**src/rtl/aes_ecb_scheduler.sv**
```systemverilog
// aes_ecb_scheduler
//   Shares one AES-256 ECB core between two block requesters with round-robin
//   arbitration. Keeps a 256-bit key per channel and streams the granted
//   channel's key into the core only when the core does not already hold it.
//
//   Optional feature macro: AES_SCHED_KEY_CACHE_EN
//     defined   -> key reload skipped while the loaded key still matches
//     undefined -> every block streams all 8 key words before start
//
// Ports
//   clk, reset                : clock, synchronous active-high reset
//   cfg_wr/cfg_ch/cfg_key     : key write (honoured while cfg_ready=1)
//   cfg_ready                 : scheduler idle, key writes accepted
//   chN_req/chN_pt/chN_ack    : per-channel block request, plaintext, take pulse
//   chN_rsp_valid/chN_rsp_ready, rsp_ct : per-channel ciphertext response
//   aes_*                     : connection to the shared AES core
module aes_ecb_scheduler (
    input  logic         clk,
    input  logic         reset,
    input  logic         cfg_wr,
    input  logic         cfg_ch,
    input  logic [255:0] cfg_key,
    output logic         cfg_ready,
    input  logic         ch0_req,
    input  logic         ch1_req,
    input  logic [127:0] ch0_pt,
    input  logic [127:0] ch1_pt,
    output logic         ch0_ack,
    output logic         ch1_ack,
    output logic         ch0_rsp_valid,
    output logic         ch1_rsp_valid,
    input  logic         ch0_rsp_ready,
    input  logic         ch1_rsp_ready,
    output logic [127:0] rsp_ct,
    output logic         aes_start,
    output logic [31:0]  aes_key_word,
    output logic         aes_valid_word,
    output logic [127:0] aes_plain_text,
    input  logic         aes_done,
    input  logic [127:0] aes_cipher_text
);

    typedef enum logic [2:0] {S_IDLE, S_KEY, S_START, S_WAIT, S_RESP} state_t;
    // Element 7 holds key word 0 (bits [255:224]), so word k is element 7-k.
    typedef logic [7:0][31:0] key_t;

    state_t        state_q, state_d;
    key_t          key_q [2];
    key_t          key_d [2];
    logic          last_grant_q, last_grant_d;
    logic          grant_q, grant_d;
    logic          loaded_ch_q, loaded_ch_d;
    logic          loaded_vld_q, loaded_vld_d;
    logic [2:0]    kcnt_q, kcnt_d;
    logic [1:0]    ack_q, ack_d;
    logic [1:0]    rsp_valid_q, rsp_valid_d;
    logic          start_q, start_d;
    logic          valid_word_q, valid_word_d;
    logic [31:0]   key_word_q, key_word_d;
    logic [127:0]  pt_q, pt_d;
    logic [127:0]  ct_q, ct_d;
    logic          cfg_ready_q, cfg_ready_d;

    logic [1:0]    req;
    logic          gnt;
    logic          vld_after_cfg;
    logic          reload;
    logic          rsp_ready_g;

    assign req         = {ch1_req, ch0_req};
    assign rsp_ready_g = grant_q ? ch1_rsp_ready : ch0_rsp_ready;

    always_comb begin
        state_d       = state_q;
        key_d         = key_q;
        last_grant_d  = last_grant_q;
        grant_d       = grant_q;
        loaded_ch_d   = loaded_ch_q;
        loaded_vld_d  = loaded_vld_q;
        kcnt_d        = kcnt_q;
        ack_d         = 2'b00;
        rsp_valid_d   = rsp_valid_q;
        start_d       = 1'b0;
        valid_word_d  = 1'b0;
        key_word_d    = 32'h0;
        pt_d          = pt_q;
        ct_d          = ct_q;
        gnt           = 1'b0;
        vld_after_cfg = loaded_vld_q;
        reload        = 1'b0;

        case (state_q)
            S_IDLE: begin
                // Key write lands first so a same-cycle grant sees the new key.
                if (cfg_wr && cfg_ready_q) begin
                    key_d[cfg_ch] = cfg_key;
                    if (cfg_ch == loaded_ch_q) vld_after_cfg = 1'b0;
                end
                loaded_vld_d = vld_after_cfg;
                if (req != 2'b00) begin
                    // Tie goes to the channel that was not served last.
                    gnt          = (req == 2'b11) ? ~last_grant_q : req[1];
                    reload       = !vld_after_cfg || (loaded_ch_q != gnt);
                    grant_d      = gnt;
                    last_grant_d = gnt;
                    pt_d         = gnt ? ch1_pt : ch0_pt;
                    ack_d        = gnt ? 2'b10 : 2'b01;
                    if (reload) begin
                        state_d      = S_KEY;
                        kcnt_d       = 3'd0;
                        valid_word_d = 1'b1;
                        key_word_d   = key_d[gnt][7];
                    end else begin
                        state_d = S_START;
                        start_d = 1'b1;
                    end
                end
            end
            S_KEY: begin
                if (kcnt_q == 3'd7) begin
                    loaded_ch_d = grant_q;
`ifdef AES_SCHED_KEY_CACHE_EN
                    loaded_vld_d = 1'b1;
`else
                    loaded_vld_d = 1'b0;
`endif
                    state_d = S_START;
                    start_d = 1'b1;
                end else begin
                    // Registered output: present word k+1 while word k is on the bus.
                    kcnt_d       = kcnt_q + 3'd1;
                    valid_word_d = 1'b1;
                    key_word_d   = key_q[grant_q][3'd6 - kcnt_q];
                end
            end
            S_START: state_d = S_WAIT;
            S_WAIT: begin
                if (aes_done) begin
                    ct_d        = aes_cipher_text;
                    rsp_valid_d = grant_q ? 2'b10 : 2'b01;
                    state_d     = S_RESP;
                end
            end
            S_RESP: begin
                if (rsp_ready_g) begin
                    rsp_valid_d = 2'b00;
                    state_d     = S_IDLE;
                end
            end
            default: state_d = S_IDLE;
        endcase

        cfg_ready_d = (state_d == S_IDLE);
    end

    always_ff @(posedge clk) begin
        if (reset) begin
            state_q      <= S_IDLE;
            key_q[0]     <= '0;
            key_q[1]     <= '0;
            last_grant_q <= 1'b1;
            grant_q      <= 1'b0;
            loaded_ch_q  <= 1'b0;
            loaded_vld_q <= 1'b0;
            kcnt_q       <= 3'd0;
            ack_q        <= 2'b00;
            rsp_valid_q  <= 2'b00;
            start_q      <= 1'b0;
            valid_word_q <= 1'b0;
            key_word_q   <= 32'h0;
            pt_q         <= 128'h0;
            ct_q         <= 128'h0;
            cfg_ready_q  <= 1'b0;
        end else begin
            state_q      <= state_d;
            key_q        <= key_d;
            last_grant_q <= last_grant_d;
            grant_q      <= grant_d;
            loaded_ch_q  <= loaded_ch_d;
            loaded_vld_q <= loaded_vld_d;
            kcnt_q       <= kcnt_d;
            ack_q        <= ack_d;
            rsp_valid_q  <= rsp_valid_d;
            start_q      <= start_d;
            valid_word_q <= valid_word_d;
            key_word_q   <= key_word_d;
            pt_q         <= pt_d;
            ct_q         <= ct_d;
            cfg_ready_q  <= cfg_ready_d;
        end
    end

    assign cfg_ready      = cfg_ready_q;
    assign ch0_ack        = ack_q[0];
    assign ch1_ack        = ack_q[1];
    assign ch0_rsp_valid  = rsp_valid_q[0];
    assign ch1_rsp_valid  = rsp_valid_q[1];
    assign rsp_ct         = ct_q;
    assign aes_start      = start_q;
    assign aes_key_word   = key_word_q;
    assign aes_valid_word = valid_word_q;
    assign aes_plain_text = pt_q;

endmodule

```
**config.mk**
```make
export PLATFORM = sky130hd
export DESIGN_NAME = aes_ecb_scheduler
export DESIGN_NICKNAME = d
export VERILOG_FILES = /design/src/rtl/aes_ecb_scheduler.sv
export SDC_FILE = /design/constraint.sdc
export NUM_CORES = 2
export LEC_CHECK = 0
export ABC_AREA = 1
export CAP_MARGIN = 15
export CORE_AREA = 5 5 367 369
export DETAILED_ROUTE_END_ITERATION = 16
export DIE_AREA = 0 0 372 374
export PLACE_DENSITY = 0.62
export SYNTH_ARGS = -nofsm -noshare
export SYNTH_HDL_FRONTEND = slang
export SYNTH_SLANG_ARGS = --single-unit
export TNS_END_PERCENT = 30
```
**constraint.sdc**
```tcl
create_clock -name clk -period 1.69 [get_ports clk]
set_clock_uncertainty 0.2 [all_clocks]
set_input_delay 0.338 -clock clk [delete_from_list [all_inputs] [get_ports clk]]
set_output_delay 0.338 -clock clk [all_outputs]
set_load 0.01 [all_outputs]
```
# Word-level counts from Yosys, hierarchy flattened
# Cells that the tools add are included.
[word_totals]
output_inout_bits = 295
reg_bits = 817
word_cells = 120
input_bits = 649
[classes]
eq_ne = 14
bitwise = 6
reduce_logical = 16
n_mux = 47
addsub = 2
n_lt_le_gt_ge = 5
[op_table]
columns = ["operator", "n"]
rows = [
  ["$mux 256", 7],
  ["$bwmux 512", 1],
  ["$mux 512", 1],
  ["$demux 256 s1", 1],
  ["$mux 128", 1],
  ["$mux 32", 4],
  ["$bmux 32 s3", 1],
  ["$pmux 32 s2", 1],
  ["$mux 3", 7],
  ["$pmux 3 s5", 1],
  ["$mux 1", 12],
  ["$ne 2x2->1 const B", 6],
  ["$mux 2", 5],
  ["$reduce_and 2->1", 4],
  ["$eq 3x2->1 const B", 2],
  ["$eq 3x3->1 const B", 2],
  ["$ge 2x2->1 const B", 3],
  ["$logic_not 3->1", 2],
  ["$not 1->2", 3],
  ["$pmux 1 s2", 3],
  ["$pmux 3 s2", 1],
  ["$reduce_bool 2->1", 3],
  ["$lt 3x4->1 const B", 1],
  ["$pmux 2 s2", 1],
  ["other kinds (14)", 17],
]

# Logic depth before layout (Yosys ltp)
[logic_depth]
ltp_word = 13
ltp_mapped = 11
ltp_nobuf = 9

# Worst setup path before layout
# OpenSTA, ideal clock, no wires.
[synth_path]
path_kind = "register -> register"
startpoint = "register kcnt_q[0]"
endpoint = "register key_word_q[18] (netlist: aes_key_word[18])"
stages_incl_launch_ff = 10
path_buffers = 2
path_slack_ps = -174
required_ps = 1358
synth_period_minus_slack_ps = 1864
setup_time_ps = 132
arrival_time_ps = 1532
path_cell_list = "dfxtp_1 -> ha_1 -> inv_1 -> clkbuf_1 -> clkbuf_1 -> nand3_1 -> nand3_1 -> nand2_1 -> nand2_1 -> a21oi_1"
[synth_via]
elab_chain_len = 5
word_cells_on_any_way = 6
cone_classes = "add/sub (1); eq/ne (1); mux (4)"
[synth_rtl]
columns = ["item", "line", "rtl"]
rows = [
  ["from (decl)", "54", "logic [2:0] kcnt_q, kcnt_d;"],
  ["from (signal assigned)", "181", "kcnt_q <= kcnt_d;"],
  ["$sub 3x3->3", "133", "key_word_d = key_q[grant_q][3'd6 - kcnt_q];"],
  ["$bmux 32 s3", "133", ""],
  ["$mux 32 (implied by the code)", "133", ""],
  ["$mux 32 *", "120", "if (kcnt_q == 3'd7) begin"],
  ["$pmux 32 s2 *", "92", "case (state_q)"],
  ["to (signal assigned)", "186", "key_word_q <= key_word_d;"],
  ["to (decl)", "59", "logic [31:0] key_word_q, key_word_d;"],
]
# Every way passes the cells marked *; elsewhere a longest branch is shown, timed or not. The select of a mux whose other input is x is not followed.
# A chain may end at the register's enable or synchronous reset.

# Final worst setup path
[layout_path]
startpoint = "register kcnt_q[0]"
endpoint = "register key_word_q[20] (netlist: aes_key_word[20])"
# The elaborated chain is that of the path after synthesis.

==> results.ini <==
[logic_synthesis]
avgSynthCellArea_um2 = 6.98
syn_inst = 5099
synth.top_cell.area_share_pct = 45.9
synth.area.top_cells = dfxtp_1, nand2_1, nand3_1
yosysSeqAreaShare_pct = 45.9
synthArstFlopShare_pct = 0
synth_edf_count = 0
synth_ff_type = dfxtp_1
synth.distinct_cells = 34
yosys_warnings = 0
synth_seq_cells = 817
synthesis.nets = 5751
synth_area_um2 = 35600
yosys.area.top_type = dfxtp_1

[timing]
finalCriticalPeriod_ps = 2110
finalSetupViolCount = 995
slew_viol_final = 0
rsz0062_at_grt = true
finalHoldViolCount = 0
tightest_slew_ps = 501
hold_ws_ps = 40.1
fmax_mhz = 475
slew-limit-headroom_pct = 66.6
post-route-period-util_pct = 125
layout_setup_ws_ps = -417
tns_ps = -156860

[route]
drt_iter0_markers = 3905
dr.pass1.iters = 6
wl_um = 199000
avgViaCountPerCell = 4.99
ant_nets = 0
routedWlPerCell_um = 23.9
vias = 41468
remaining_drc_errors = 0

[die]
die_area_um2 = 139000
ios = 944
num_rows = 133
core_region_area_um2 = 131000
die_x_um = 372
fp.dieH_um = 374
start_util_pct = 27.2

[hold_path]
hold_class = in -> reg

[grt]
first_global_vias = 39049
overflow = 0
grt_pass1_wl_um = 271000
gr-usage-all-layers_pct = 26.3
antenna_found_initial = 65
grt_max_degree = 92

[clock_network]
cts_tree = yes
cts.htree.levels = 3
clk_latency_ps = 750
cts.sinks = 817
numCtsBuffers = 98
cts.reportedPaths.clkPinSlew_ps = 60
clk_path_buf_depth = 3
root_buffer = clkbuf_16

[critical_path]
ff2ff_path_depth = 8
path_class = reg -> reg
crit_fanout = 28
crit_path_start = kcnt_q[0]
start_kind = register
crit_end = aes_key_word[20]
r2r_slack_ps = -420
arrival_ps = 2490
cp.required_ps = 2080
regToRegStartpoint = kcnt_q[0]
end_kind = register
reg2reg_to = aes_key_word[20]

[layout]
drive_gt1_share_pct = 25.1
area_growth_pct = 71.4
finalInstanceArea_um2 = 61000
n_fill_cell = 12356
fin_nets = 7077
fin_util_pct = 46.7

[power_and_ir_drop]
ir_drop_uv = 835
p_leak_nw = 24.5
p_per_area_nw_per_um2 = 1090

[status]
violations = setup timing
outcome = complete, but fails checks

[flow_run]
drv_cap = 0

[place]
placed_area_um2 = 49800
dp_hpwl_um = 138000
place_congestion = 0.940
pre_cts_ws_ps = -863
port_buffers = 943

-- report_power, final --
part | internal, mW | switching, mW | leakage, nW
combinational | 10.1 | 11.8 | 16.1
sequential | 20.9 | 0.956 | 6.74
clock | 13.5 | 9.27 | 1.71
-- cell usage after synthesis (31+ instances only) --
library cell / count
a211oi_2: 31
a21oi_1: 501
a31oi_1: 38
buf_1: 35
buf_2: 101
clkbuf_1: 226
dfxtp_1: 817
inv_1: 503
nand2_1: 986
nand3_1: 613
nand4_1: 33
nor2_1: 494
o21ai_0: 542
o21ai_1: 73
-- cells in the final DEF, fill, tap and decap left out, types with 9 or more instances in the layout --
cell type	count
clkdlybuf4s50_1	647
a21oi_1	442
nand2_4	12
buf_12	171
inv_1	499
a31oi_1	37
buf_4	245
clkbuf_8	29
nand3_2	87
nand3_1	513
o21ai_1	84
a211oi_2	47
nor2_2	43
nand4_1	33
o21ai_4	12
buf_16	49
nand3_4	13
buf_8	15
nor2_1	440
clkbuf_1	19
buf_6	276
a21oi_2	59
nand2_2	49
bufinv_16	9
dfxtp_1	567
nor2_4	16
nand2_1	924
o21ai_0	460
clkinv_2	12
dlygate4sd3_1	186
o21ai_2	59
dfxtp_4	17
dfxtp_2	233
clkbuf_16	124
diode_2	44
a211oi_1	14
-- cells by family after synthesis --
logic type,after synthesis,share of synthesized area [%]
flops,817,45.9
compound gates,1218,18.1
fa+ha+maj,3,0.105
simple gates,2138,25.1
xor+xnor,1,0.0246
buf+inv,922,10.7
-- metrics by stage --
step / instances / total power [mW]
6_report: 8305 / 66.6
5_1_grt: 8286 / 69.0
4_1_cts: 8208 / 65.3
3_5_place_dp: 7721 / 39.0
3_3_place_gp: 7721 / 38.9
2_1_floorplan: 5099 / 29.3
-- routing by layer --
metal | up-vias | track usage [%] | wire length [um]
met5 | - | 0 | 178
met4 | 26 | 12.1 | 10200
met3 | 425 | 9.16 | 21700
met2 | 1975 | 41.2 | 88900
met1 | 19688 | 32.4 | 77600
li1 | 19354 | - | -
-- worst min path at each step --
stage / start / slack, ps / cells past startpoint / end
floorplan: register / 230 / 2 / register
global placement: register / 240 / 2 / register
detailed placement: register / 240 / 2 / register
CTS: cfg_key[220] / 0.7 / 3 / register
global route: aes_cipher_text[116] / 30 / 3 / rsp_ct[116]
finish: ch1_pt[91] / 40 / 3 / aes_plain_text[91]
-- worst max-delay path, stage by stage (launching register included) --
cell	delay [ps]
dfxtp_4	380
ha_4	350
buf_12	230
nand3_1	250
nand3_4	140
buf_12	130
nand2_1	70
nand2_2	90
a21oi_2	60
-- cell type report --
class | count | area, um2 | area share [%]
Antenna cell | 44 | 110 | 0.180
Clock buffer | 147 | 2950 | 4.83
Clock inverter | 34 | 539 | 0.884
Inverter | 515 | 2040 | 3.35
Multi-Input combinational cell | 3360 | 17200 | 28.2
Sequential cell | 817 | 16700 | 27.4
Tap cell | 1755 | 2200 | 3.60
Timing Repair Buffer | 1628 | 19200 | 31.4
Timing Repair inverter | 5 | 88.8 | 0.146
-- timing repair --
item                                   4_1_cts  5_1_grt
buffers inserted                            75       29
setup endpoints to repair                 1105     1110
hold buffers                               186        0
pin swaps                                   35       60
endpoints found under the hold margin      233        0
gates resized for setup                   1955      338
gates cloned                                47       33
(Power assumes the default switching activity.)
